File: src/rtl/ps2_pkg.sv
// Shared types and constants for the PS/2 receive path.
package ps2_pkg;

   localparam int FRAME_DATA_BITS = 8;

   typedef enum logic [1:0] {
      IDLE,
      DATA,
      PARITY,
      STOP
   } rx_state_e;

   // True when the data byte plus its parity bit carry an odd number of ones.
   function automatic logic odd_ones(input logic [FRAME_DATA_BITS-1:0] d, input logic p);
      return ^{d, p};
   endfunction

endpackage

File: src/rtl/ps2_line_filter.sv
// Two-flop synchroniser followed by a run-length filter: the output only
// follows the synced line after FILTER_LEN consecutive differing samples.
module ps2_line_filter #(
   parameter int FILTER_LEN = 4
) (
   input  logic clk,
   input  logic rst_n,
   input  logic raw,
   output logic filt
);

   localparam int CW = (FILTER_LEN > 1) ? $clog2(FILTER_LEN) : 1;

   logic          meta;
   logic          sync;
   logic [CW-1:0] run_cnt;

   // NOTE: every register here uses <= so all flops sample the old values of
   // their neighbours at the same edge; a blocking = would collapse the chain.
   always_ff @(posedge clk) begin
      if (!rst_n) begin
         meta    <= 1'b1;
         sync    <= 1'b1;
         filt    <= 1'b1;
         run_cnt <= '0;
      end else begin
         meta <= raw;
         sync <= meta;
         if (sync != filt) begin
            if (run_cnt == CW'(FILTER_LEN - 1)) begin
               filt    <= sync;
               run_cnt <= '0;
            end else begin
               run_cnt <= run_cnt + 1'b1;
            end
         end else begin
            run_cnt <= '0;
         end
      end
   end

endmodule

File: src/rtl/ps2_rx_fifo.sv
// PS/2 device-to-host receiver: conditions the pins, deframes 11-bit frames,
// queues good bytes in a show-ahead FIFO and reports sticky error flags.
module ps2_rx_fifo
   import ps2_pkg::*;
#(
   parameter int FILTER_LEN  = 4,
   parameter int DEPTH       = 8,
   parameter int TIMEOUT_CYC = 2000
) (
   input  logic                       clk,
   input  logic                       rst_n,
   input  logic                       ps2_clk,
   input  logic                       ps2_data,
   input  logic                       rd_en,
   output logic [7:0]                 rd_data,
   output logic                       rd_valid,
   output logic [$clog2(DEPTH+1)-1:0] fifo_count,
   input  logic                       err_clr,
   output logic                       err_parity,
   output logic                       err_frame,
   output logic                       err_overflow
);

   localparam int PW  = $clog2(DEPTH);
   localparam int CNW = $clog2(DEPTH + 1);
   localparam int TCW = $clog2(TIMEOUT_CYC + 1);

   logic filt_clk, filt_data, clk_prev, fall;

   ps2_line_filter #(.FILTER_LEN(FILTER_LEN)) u_clk_filter (
      .clk  (clk),
      .rst_n(rst_n),
      .raw  (ps2_clk),
      .filt (filt_clk)
   );

   ps2_line_filter #(.FILTER_LEN(FILTER_LEN)) u_data_filter (
      .clk  (clk),
      .rst_n(rst_n),
      .raw  (ps2_data),
      .filt (filt_data)
   );

   always_ff @(posedge clk) begin
      if (!rst_n) clk_prev <= 1'b1;
      else        clk_prev <= filt_clk;
   end

   assign fall = clk_prev & ~filt_clk;

   // ---------------- Deframer ----------------
   rx_state_e                  state;
   logic [2:0]                 bit_cnt;
   logic [FRAME_DATA_BITS-1:0] shift;
   logic                       par_bit;
   logic [TCW-1:0]             tcnt;

   logic timeout, stop_eval, push, parity_err, frame_err;

   assign timeout    = (state != IDLE) && !fall && (tcnt == TCW'(TIMEOUT_CYC - 1));
   assign stop_eval  = (state == STOP) && fall;
   assign push       = stop_eval && filt_data && odd_ones(shift, par_bit);
   assign parity_err = stop_eval && filt_data && !odd_ones(shift, par_bit);
   assign frame_err  = (stop_eval && !filt_data) || timeout;

   always_ff @(posedge clk) begin
      if (!rst_n) begin
         state   <= IDLE;
         bit_cnt <= '0;
         shift   <= '0;
         par_bit <= 1'b0;
         tcnt    <= '0;
      end else begin
         if (state == IDLE || fall) tcnt <= '0;
         else                       tcnt <= tcnt + 1'b1;

         if (timeout) begin
            state <= IDLE;
         end else if (fall) begin
            case (state)
               IDLE: begin
                  // A high start bit is line noise, not a frame.
                  if (!filt_data) begin
                     state   <= DATA;
                     bit_cnt <= '0;
                  end
               end
               DATA: begin
                  shift <= {filt_data, shift[FRAME_DATA_BITS-1:1]};
                  if (bit_cnt == 3'(FRAME_DATA_BITS - 1)) state <= PARITY;
                  else                                    bit_cnt <= bit_cnt + 1'b1;
               end
               PARITY: begin
                  par_bit <= filt_data;
                  state   <= STOP;
               end
               STOP:    state <= IDLE;
               default: state <= IDLE;
            endcase
         end
      end
   end

   // ---------------- FIFO ----------------
   logic [7:0]     mem [DEPTH];
   logic [PW-1:0]  wr_ptr, rd_ptr;
   logic [CNW-1:0] count;
   logic           full, pop, do_push, overflow_set;

   assign full         = (count == CNW'(DEPTH));
   assign pop          = rd_en && (count != '0);
   assign do_push      = push && (!full || pop);
   assign overflow_set = push && full && !pop;

   // NOTE: the storage array has no reset; its contents are only observable
   // through rd_data when count says an entry is valid.
   always_ff @(posedge clk) begin
      if (do_push) mem[wr_ptr] <= shift;
   end

   always_ff @(posedge clk) begin
      if (!rst_n) begin
         wr_ptr <= '0;
         rd_ptr <= '0;
         count  <= '0;
      end else begin
         if (do_push) wr_ptr <= wr_ptr + 1'b1;
         if (pop)     rd_ptr <= rd_ptr + 1'b1;
         case ({do_push, pop})
            2'b10:   count <= count + 1'b1;
            2'b01:   count <= count - 1'b1;
            default: count <= count;
         endcase
      end
   end

   assign rd_valid   = (count != '0);
   assign rd_data    = rd_valid ? mem[rd_ptr] : 8'h00;
   assign fifo_count = count;

   // ---------------- Sticky errors: set beats clear ----------------
   always_ff @(posedge clk) begin
      if (!rst_n) begin
         err_parity   <= 1'b0;
         err_frame    <= 1'b0;
         err_overflow <= 1'b0;
      end else begin
         if (parity_err)   err_parity <= 1'b1;
         else if (err_clr) err_parity <= 1'b0;
         if (frame_err)    err_frame <= 1'b1;
         else if (err_clr) err_frame <= 1'b0;
         if (overflow_set) err_overflow <= 1'b1;
         else if (err_clr) err_overflow <= 1'b0;
      end
   end

endmodule

File: config.mk
export PLATFORM = sky130hd
export DESIGN_NAME = ps2_rx_fifo
export DESIGN_NICKNAME = d
export VERILOG_FILES = /design/src/rtl/ps2_pkg.sv /design/src/rtl/ps2_line_filter.sv /design/src/rtl/ps2_rx_fifo.sv
export SDC_FILE = /design/constraint.sdc
export NUM_CORES = 1
export LEC_CHECK = 0
export CAP_MARGIN = 20
export CORE_ASPECT_RATIO = 0.6
export CORE_MARGIN = 1
export CORE_UTILIZATION = 40
export DETAILED_ROUTE_END_ITERATION = 16
export GPL_TIMING_DRIVEN = 0
export PLACE_DENSITY = 0.6
export REMOVE_ABC_BUFFERS = 1
export SETUP_SLACK_MARGIN = 0.2
export SYNTH_ARGS = -nofsm -noshare
export SYNTH_HDL_FRONTEND = slang
export SYNTH_HIERARCHICAL = 1
export SYNTH_SLANG_ARGS = --single-unit
File: constraint.sdc
create_clock -name clk -period 8.28 [get_ports clk]
set_clock_uncertainty 0.15 [all_clocks]
set_input_delay 1.656 -clock clk [delete_from_list [all_inputs] [get_ports clk]]
set_output_delay 1.656 -clock clk [all_outputs]
set_load 0.01 [all_outputs]
==> results of run 1 <==
[sequential cells by signal (all words and copies together), names as in the netlist, 3 cells and up, named ones only]
signal,flops
bit_cnt,3
fifo_count,4
mem,64
rd_ptr,3
shift,8
tcnt,11
wr_ptr,3
[where the power goes]
group          internal, mW  leakage (nW)  switching, mW  total, mW
registers             0.603          1.01       0.000482      0.604
clock network         0.445         0.283          0.245      0.690
logic               0.00389         0.713        0.00502    0.00891
[synth_stat cells, types with 6 or more instances]
cell and count:
sky130_fd_sc_hd__edfxtp_1 64, sky130_fd_sc_hd__dfxtp_1 52, sky130_fd_sc_hd__nor2_1 35, sky130_fd_sc_hd__nand2_1 32
sky130_fd_sc_hd__mux2i_1 18, sky130_fd_sc_hd__nand3_1 17, sky130_fd_sc_hd__mux4_2 16, sky130_fd_sc_hd__a21oi_1 15
sky130_fd_sc_hd__ha_1 12, sky130_fd_sc_hd__nand2b_1 10, sky130_fd_sc_hd__xnor2_1 10, sky130_fd_sc_hd__clkbuf_1 8
sky130_fd_sc_hd__xor2_1 8, sky130_fd_sc_hd__inv_1 7, sky130_fd_sc_hd__and3_1 6
[layer usage]
metal  up-vias  global-route usage (%)  routed length (µm)
li1       1359                       -                   -
met1      1355                   23.06                4551
met2        45                   23.81                3794
met3        17                   3.978                 348
met4         0                   7.625                 145
met5         -                       0                   0
[worst max path at each step]
stage	to	startpoint	slack, ns	cells past startpoint
after floorplan	rd_data[0]	flip-flop	4.82	3
after CTS	rd_data[3]	flip-flop	3.94	5
final	rd_data[3]	flip-flop	3.99	5
after global placement	mem[0][7]$_DFFE_PP_	rd_en	3.72	4
after detailed placement	mem[6][4]$_DFFE_PP_	rd_en	4.07	4
after global routing	rd_data[3]	flip-flop	3.82	5
[per-stage QoR]
stage          power (mW)  hold slack (ns)  setup WS, ns
2_1_floorplan      0.6187           0.2363         4.817
3_3_place_gp       0.6239           0.2410         3.725
3_5_place_dp       0.6241           0.2477         4.072
4_1_cts             1.314           0.2603         3.938
5_1_grt             1.344           0.2916         3.817
6_report            1.302           0.2564         3.989
[area by class of cell]
class,instances,area share [%]
Clock buffer,24,8.599
Inverter,7,0.4583
Sequential cell,116,51.68
Clock inverter,8,1.288
Multi-Input combinational cell,219,30.34
Timing Repair Buffer,22,4.147
Tap cell,160,3.492
[cell families (layout without fill, tap and decap cells)]
logic type / after synthesis / count (layout) / share of synthesized area [%]
and+or+nand+nor: 123 / 123 / 12.99
DFF: 116 / 116 / 62.15
muxes: 37 / 37 / 12.41
AOI/OAI and AO/OA: 27 / 27 / 3.438
xor gates and xnor gates: 20 / 20 / 4.278
buffers and inverters: 19 / 61 / 1.575
adders and majority gates: 12 / 12 / 3.150
==> run_summary.xml, run 1 <==
<?xml version="1.0" encoding="UTF-8"?>
<metrics>
  <group name="timing">
    <metric name="fin_setup_tns" unit="ns">0</metric>
    <metric name="setup_viol" unit="">0</metric>
    <metric name="fmax" unit="MHz">233.1</metric>
    <metric name="timing_max_transition_violations_final" unit="">0</metric>
    <metric name="slew_headroom" unit="%">31.45</metric>
    <metric name="tightest_slew" unit="ns">1.024</metric>
    <metric name="finalWorstPathRequiredPeriod" unit="ns">4.291</metric>
    <metric name="grt_setup_unrepaired" unit="">false</metric>
    <metric name="finalCritPeriodShare" unit="%">51.82</metric>
    <metric name="final_hold_viol_count" unit="">0</metric>
  </group>
  <group name="synth">
    <metric name="synth_enable_flop_cells" unit="">64</metric>
    <metric name="ys_seq_area_share" unit="%">62.15</metric>
    <metric name="yosysUniqueCellTypes" unit="">44</metric>
    <metric name="synth.area.top_cells" unit="">sky130_fd_sc_hd__edfxtp_1 (40%), sky130_fd_sc_hd__dfxtp_1 (22%), sky130_fd_sc_hd__mux4_2 (7.6%)</metric>
    <metric name="syn_inst_count" unit="">354</metric>
    <metric name="post_synth.cell_area_avg" unit="µm²">13.47</metric>
    <metric name="ys.warnings.count" unit="">6</metric>
    <metric name="ys_async_sr_fraction" unit="%">0</metric>
    <metric name="netlist_area" unit="µm²">4767</metric>
    <metric name="yosys.area.top_type" unit="">sky130_fd_sc_hd__edfxtp_1</metric>
    <metric name="yosys_most_used_dff" unit="">sky130_fd_sc_hd__edfxtp_1</metric>
    <metric name="yosysTopAreaCellShare" unit="%">40.31</metric>
    <metric name="register_bit_total_from_synthesis" unit="">116</metric>
  </group>
  <group name="detailed_routing">
    <metric name="route.final.wire_length" unit="µm">8839</metric>
    <metric name="route.detailed.vias_per_inst" unit="">4.993</metric>
    <metric name="dr_total_vias" unit="">2776</metric>
    <metric name="drc_errors" unit="">0</metric>
    <metric name="postRouteAntennaNets" unit="">0</metric>
    <metric name="drt-pass1-iter-count" unit="">4</metric>
    <metric name="drtIter0Drc" unit="">226</metric>
    <metric name="wire_per_inst" unit="µm">15.90</metric>
  </group>
  <group name="global_route">
    <metric name="gr-usage-all-layers" unit="%">16.35</metric>
    <metric name="overflow" unit="">0</metric>
    <metric name="grt_max_degree" unit="">25</metric>
    <metric name="grt_pass1_vias" unit="">2828</metric>
    <metric name="antenna_found_initial" unit="">0</metric>
    <metric name="global_route_wire_length_before_repair" unit="µm">14740</metric>
  </group>
  <group name="final_layout">
    <metric name="layout_commonest_cell" unit="">sky130_fd_sc_hd__edfxtp_1</metric>
    <metric name="post_route_cells_drive_above_1_share" unit="%">13.89</metric>
    <metric name="sequential_area" unit="µm²">2963</metric>
    <metric name="stdcell_area" unit="µm²">5733</metric>
    <metric name="instances_no_fill" unit="">556</metric>
    <metric name="multiInputGateArea" unit="µm²">1739</metric>
    <metric name="final_core_util" unit="%">50.08</metric>
    <metric name="synthToLayoutAreaGrowth" unit="%">20.26</metric>
    <metric name="layout_common_cells" unit="">sky130_fd_sc_hd__edfxtp_1 (64), sky130_fd_sc_hd__dfxtp_1 (52), sky130_fd_sc_hd__nor2_1 (35)</metric>
    <metric name="finalNetCount" unit="">401</metric>
    <metric name="fillCellCount" unit="">970</metric>
    <metric name="diodes" unit="">0</metric>
  </group>
  <group name="critical_path">
    <metric name="worst_path_largest_cell_delay" unit="ns">0.56</metric>
    <metric name="endpoint_class_of_the_critical_path" unit="">primary output</metric>
    <metric name="worstPathBufferInverterCount" unit="">2</metric>
    <metric name="r2r_slack" unit="ns">5.01</metric>
    <metric name="cells_traversed_along_the_worst_timing_path" unit="">buf_16, mux4_2, mux2i_1, nor2_1, clkdlybuf4s50_1</metric>
    <metric name="timing.critical_path.max_delay_family" unit="">multiplexers</metric>
    <metric name="worst_r2r_path_depth" unit="">5</metric>
    <metric name="critical_path.max_fanout" unit="">12</metric>
    <metric name="worstSetupStartpointType" unit="">flip-flop</metric>
    <metric name="worst-endpoint-arrival" unit="ns">2.48</metric>
    <metric name="timing_worst_setup_path_type" unit="">flip-flop to primary output</metric>
    <metric name="worstReg2RegStart" unit="">shift[1]$_SDFFE_PN0P_</metric>
    <metric name="regToRegEndpoint" unit="">mem[6][3]$_DFFE_PP_</metric>
    <metric name="timing.critical_path.slowest_stage_cell" unit="">sky130_fd_sc_hd__dfxtp_1</metric>
    <metric name="required" unit="ns">6.47</metric>
  </group>
  <group name="clocking">
    <metric name="cts_tree" unit="">done</metric>
    <metric name="ctsResizeCount" unit="">0</metric>
    <metric name="clk_root_buffer_cell" unit="">sky130_fd_sc_hd__clkbuf_16</metric>
    <metric name="clk_path_buf_depth" unit="">2</metric>
    <metric name="worst_setup_hold_path_clk_slew" unit="ns">0.05</metric>
    <metric name="post_cts_repair_timing_setup_buffer_count" unit="">0</metric>
    <metric name="cts_htree_levels" unit="">4</metric>
    <metric name="cts_num_sinks" unit="">116</metric>
    <metric name="insertion_delay" unit="ns">0.41</metric>
    <metric name="cts_hold_buffers" unit="">0</metric>
    <metric name="cts_made_buffers" unit="">17</metric>
  </group>
  <group name="min_path">
    <metric name="holdPathEnd" unit="">u_data_filter/sync$_SDFF_PN1_</metric>
    <metric name="min-delay-start" unit="">u_data_filter/meta$_SDFF_PN1_</metric>
    <metric name="min-delay-path-class" unit="">flip-flop to flip-flop</metric>
    <metric name="hold-path-cell-count" unit="">1</metric>
  </group>
  <group name="die">
    <metric name="starting_density" unit="%">41.64</metric>
    <metric name="placementRows" unit="">30</metric>
    <metric name="num_io_pins" unit="">22</metric>
    <metric name="coreArea" unit="µm²">11450</metric>
    <metric name="die_w" unit="µm">142.9</metric>
    <metric name="die-area" unit="µm²">12370</metric>
    <metric name="chipHeight" unit="µm">86.56</metric>
  </group>
  <group name="run_status">
    <metric name="run_status" unit="">completed</metric>
  </group>
  <group name="placement">
    <metric name="placed_cells" unit="">524</metric>
    <metric name="dp_hpwl" unit="µm">5828</metric>
    <metric name="area_post_placement" unit="µm²">5166</metric>
    <metric name="numPortBuffers" unit="">21</metric>
    <metric name="gp_congestion" unit="">0.7683</metric>
  </group>
  <group name="power_and_ir_drop">
    <metric name="irDropWorstVdd" unit="mV">0.1586</metric>
    <metric name="power_density" unit="nW/µm²">227.1</metric>
    <metric name="static-leakage-power" unit="nW">2.009</metric>
  </group>
  <group name="run">
    <metric name="maxCapViolations" unit="">0</metric>
  </group>
</metrics>
(Power assumes the default switching activity.)
==> run 2, diff against run 1 <==
==> constraint.sdc (replaced) <==
create_clock -name clk -period 3.95 [get_ports clk]
set_clock_uncertainty 0.15 [all_clocks]
set_input_delay 0.79 -clock clk [delete_from_list [all_inputs] [get_ports clk]]
set_output_delay 0.79 -clock clk [all_outputs]
set_load 0.01 [all_outputs]
==> results of run 2 <==
Same layout as run 1 (identical final DEF). Status: completed.
Among the figures that moved: setup slack after placement 4.072 ns -> 0.6079 ns; setup slack after layout 3.989 ns -> 0.5252 ns; register-to-register setup slack 5.01 ns -> 0.68 ns; total power 1.302 mW -> 2.729 mW; worst IR drop on VDD 0.1586 mV -> 0.3324 mV
